--- config.mk ---
export PLATFORM = sky130hd
export DESIGN_NAME = uart_rx
export DESIGN_NICKNAME = d
export VERILOG_FILES = /design/src/rtl/uart_rx.sv
export SDC_FILE = /design/constraint.sdc
export NUM_CORES = 1
export LEC_CHECK = 0
export CAP_MARGIN = 20
export CORE_ASPECT_RATIO = 1.25
export CORE_MARGIN = 1
export CORE_UTILIZATION = 35
export CTS_BUF_LIST = sky130_fd_sc_hd__clkbuf_2 sky130_fd_sc_hd__clkbuf_4 sky130_fd_sc_hd__clkbuf_8
export DETAILED_ROUTE_END_ITERATION = 7
export MAX_ROUTING_LAYER = met4
export PLACE_DENSITY = 0.57
export SKIP_CTS_REPAIR_TIMING = 1
export SLEW_MARGIN = 10
export SYNTH_ARGS = -nofsm -noshare
export SYNTH_HDL_FRONTEND = slang
export SYNTH_SLANG_ARGS = --single-unit
--- constraint.sdc ---
create_clock -name clk -period 1.8 [get_ports clk]
set_clock_uncertainty 0.05 [all_clocks]
set_input_delay 0.54 -clock clk [delete_from_list [all_inputs] [get_ports clk]]
set_output_delay 0.54 -clock clk [all_outputs]
set_load 0.01 [all_outputs]
--- src/rtl/uart_rx.sv ---
// 8N1 UART receiver: double-synchronised line, centre sampling, byte held with
// ready / framing-error / overrun flags until the consumer acknowledges it.
module uart_rx #(
    parameter int BAUD_TIME   = 2604,
    parameter int SYNC_STAGES = 2
) (
    input  logic       clk,
    input  logic       rst,
    input  logic       rx,
    input  logic       clr_rdy,
    output logic [7:0] rx_data,
    output logic       rx_rdy,
    output logic       frm_err,
    output logic       ovr
);

    typedef enum logic [2:0] {IDLE, START, DATA, STOP, BRK} state_t;

    localparam logic [11:0] HALF_M1 = 12'(BAUD_TIME / 2 - 1);
    localparam logic [11:0] FULL_M1 = 12'(BAUD_TIME - 1);

    state_t                 state;
    logic [SYNC_STAGES-1:0] rx_sync;
    logic                   rx_s;
    logic [11:0]            bd_cnt;
    logic [3:0]             bit_cnt;
    logic [7:0]             shift;
    logic                   stop_vld_p1;
    logic                   stop_ok_p1;

    assign rx_s = rx_sync[SYNC_STAGES-1];

    always_ff @(posedge clk) begin
        if (rst) begin
            rx_sync     <= '1;
            state       <= IDLE;
            bd_cnt      <= '0;
            bit_cnt     <= '0;
            shift       <= '0;
            stop_vld_p1 <= 1'b0;
            stop_ok_p1  <= 1'b0;
            rx_data     <= 8'h00;
            rx_rdy      <= 1'b0;
            frm_err     <= 1'b0;
            ovr         <= 1'b0;
        end else begin
            rx_sync     <= {rx_sync[SYNC_STAGES-2:0], rx};
            stop_vld_p1 <= 1'b0;

            case (state)
                IDLE: begin
                    bd_cnt <= '0;
                    if (!rx_s) state <= START;
                end
                START: begin
                    if (bd_cnt == HALF_M1) begin
                        bd_cnt <= '0;
                        if (rx_s) begin
                            state <= IDLE;
                        end else begin
                            state   <= DATA;
                            bit_cnt <= '0;
                        end
                    end else begin
                        bd_cnt <= bd_cnt + 12'd1;
                    end
                end
                DATA: begin
                    if (bd_cnt == FULL_M1) begin
                        bd_cnt  <= '0;
                        shift   <= {rx_s, shift[7:1]};
                        bit_cnt <= bit_cnt + 4'd1;
                        if (bit_cnt == 4'd7) state <= STOP;
                    end else begin
                        bd_cnt <= bd_cnt + 12'd1;
                    end
                end
                STOP: begin
                    // Leaving at mid-stop lets a start bit that follows immediately be caught.
                    if (bd_cnt == FULL_M1) begin
                        bd_cnt      <= '0;
                        stop_vld_p1 <= 1'b1;
                        stop_ok_p1  <= rx_s;
                        state       <= rx_s ? IDLE : BRK;
                    end else begin
                        bd_cnt <= bd_cnt + 12'd1;
                    end
                end
                BRK: begin
                    bd_cnt <= '0;
                    if (rx_s) state <= IDLE;
                end
                default: begin
                    state  <= IDLE;
                    bd_cnt <= '0;
                end
            endcase

            // p1 -> outputs: publish the stop-bit verdict one cycle after sampling
            if (stop_vld_p1 && stop_ok_p1) begin
                rx_data <= shift;
                rx_rdy  <= 1'b1;
                frm_err <= 1'b0;
                ovr     <= clr_rdy ? 1'b0 : (ovr | rx_rdy);
            end else begin
                if (stop_vld_p1) frm_err <= 1'b1;
                if (clr_rdy) begin
                    rx_rdy <= 1'b0;
                    ovr    <= 1'b0;
                end
            end
        end
    end

endmodule

==> impl_results.md <==
* Slowest-stage cell, CP: clkdlybuf4s50_1
* DP Cell Count at roughly 280
* FF-to-FF setup slack at 0.12 ns
* Wire length per cell at around 12 um
* Final setup viols at 0
* Die width at roughly 66 um
* Post-DP Area at about 2100 um^2
* Top_reg_cell synth: dfxtp_1
* Ys Warns at 0
* Buffers plus inverters on the worst setup path at 1
* Comb pwr share at about 2.7%
* Clock sinks at 42
* Mean Syn Cell Area at 9.00 um^2
* First-pass GRT wire length at roughly 6 mm
* # nets final at roughly 240
* Syn Inst Count at 200
* CP max stage delay at between 0.5 and 0.6 ns
* Total core area at a little under 5000 um^2
* Die Span Y at around 80 um
* Startpoint Class: flip-flop
* Layout area overhead at 27.7%
* H-Tree Depth at 2
* Routed vias/inst at 4.89
* Synth top area share at a little under half
* ANT nets after route at 0
* Min cycle time layout at 1.76 ns
* Setup TNS at 0 ns
* 1st-iter DRT viols at 81
* Largest net degree at the start of global routing at 17
* # IOs at 15
* Port bufs at 14
* Sequential element share of the synthesized area at ~47%
* Worst setup path startpoint: rx_data[4]
* Register bit count reported by yosys at 42
* Synth top cells by count: dfxtp_1, nor2_1, nand2_1, a21oi_1
* WL final at roughly 3.5 mm
* Storage cell area at 841 um^2
* R2R cell count at 7
* Seq pwr share at 49.8%
* Clock latency on the worst-skew pair at 0.29 ns
* Clock Tree Buf Depth at 2
* Worst reg2reg startpoint: bd_cnt[0]
* Pwr Density at about 820 nW/um^2
* EDFF count, synth at 0
* Max-slew headroom at between 70% and 80%
* Worst IR Drop VDD at roughly 470 uV
* Clock transition at the registers of the reported paths at 0.08 ns
* Worst Path Class, Setup: reg -> out
* FP Rows at 28
* Sw Ratio at 19.4%
* Synth Net Count at between 200 and 250
* Lkg Pwr at 0.970 nW
* Vias in the first global route at 1292
* Final period utilization at 97.6%
* DRC at 0
* Detailed Place HPWL at between 2 and 2.5 mm
* CP Max Fanout at 2
* Slew Limit Fails at 0
* Post-Syn Area at 1800 um^2
* Most common cell in the synthesized netlist: dfxtp_1
* Fmax at about 0.57 GHz
* Synth cell types at 37
* Crit path arrival time at roughly 1.2 ns
* Clk root buf: clkbuf_8
* Capturing point of the worst reg2reg path: state[1]
* Req. time, crit path at roughly 1.2 ns
* Worst-margin pin slew at about 0.34 ns
* Initial Util at 37.2%
* Post-synthesis async set-or-reset flop share at 0%
* Hold Path Class: reg -> reg
* Pre-antenna DRT Iters at 4
* Hold Crit Start: rx_sync[0]
* Int Pwr at between 1.5 and 2 mW
* Via count at around 1400
* Top cells by area, synth: dfxtp_1, nor2_1, nand2_1
* P_sw at 0.364 mW
* Largest delay share family, worst path: buffers and inverters
* Synth area leader: dfxtp_1
* GRT Total Usage at between 10 and 15%
* Num CTS Buffers at 5
* Placement Setup Slack at between 0.03 and 0.04 ns
* Multi-input logic area at between 900 and 1000 um^2
* Worst setup endpoint: rx_data[4]
* ANT cells at 0
* Filler Cell Count at about 480
* Critical path, cell by cell: clkdlybuf4s50_1
* Die ar. at roughly 5400 um^2
* GR Overflow Total at 0
* Post-route setup slack at 0.0439 ns
* Post-route cell area at around 2300 um^2
* Share of cells above drive strength 1 at between 10% and 20%
* RSZ-0062 raised after global routing: false
* Max-cap viol count at 0
* Initial antenna violation count at 0
* Outcome: finished clean
* Hold violation count in the final report at 0
* Levels on crit path at 1
* Share of total power in the clock network at between 40% and 50%
* CTS tree: done
* Hold WS at between 0.3 and 0.4 ns
* Critical Path Sink Type: primary output
* Non-filler cells in the finished layout at slightly below 300
* Placer congestion estimate at ~0.8
[final cells by class]
cell class	instances	area share (%)
repair buffers	34	13.3
multi-input cells	141	39.9
flip-flops and latches	42	36.6
clock inverters	3	2.99
well taps	60	3.26
clock buffers	5	2.99
inverters	6	0.979
[metal layers]
layer | up-vias | share of wire [%] | global-route usage [%]
met4 | 0 | 2.2 | 7.66
met2 | 13 | 47 | 23.0
li1 | 757 | - | -
met1 | 647 | 48 | 17.4
met5 | - | 0 | -
met3 | 6 | 2.6 | 4.12
[how the worst min path moves through the flow]
stage,end,cells after the start
after global placement,rx_sync[1],1
after detailed placement,rx_sync[1],1
after floorplan,rx_sync[1],1
after global routing,rx_sync[1],1
after CTS,rx_sync[1],1
final,rx_sync[1],1
[through the flow]
stage	utilization, %	power, mW
after CTS	46.5	1.90
after detailed placement	43.6	1.01
after global placement	43.6	1.01
final	47.6	1.87
after floorplan	-	0.983
after global routing	47.6	1.94
[flip-flops by register name, summed over array words and instances, names as in the netlist]
signal / flops
ovr: 1
bit_cnt: 4
rx_rdy: 1
frm_err: 1
state: 3
shift: 8
rx_sync: 2
rx_data: 8
stop_ok_p1: 1
bd_cnt: 12
stop_vld_p1: 1
[power by group through the flow]
stage	clock network (mW)	registers [mW]	logic, mW
6_report	0.890	0.934	0.0506
5_1_grt	0.948	0.935	0.0554
4_1_cts	0.918	0.934	0.0506
3_5_place_dp	0	0.957	0.0506
3_3_place_gp	0	0.957	0.0507
2_1_floorplan	0	0.958	0.0257
[cells by family (layout without fill, tap and decap cells)]
group                      count (synthesis)  after routing  share of synthesized area, %
and+or+nand+nor                           93             93                          28.1
DFF                                       42             42                          46.7
AOI/OAI and AO/OA                         27             27                          9.87
buffers and inverters                     17             48                          3.96
xor gates and xnor gates                  10             10                          4.86
muxes                                      8              8                          4.45
adders and majority gates                  3              3                          2.09
[layout by cell type (no fill, tap or decap), drive strengths merged, types with 7 or more instances in the layout]
master and instances:
a21oi 12, buf 20, clkdlybuf4s50 8, dfxtp 42, mux2i 8, nand2 22, nand4 8, nor2 26
nor3 7
Note: power is estimated with default switching activity, not from simulation.
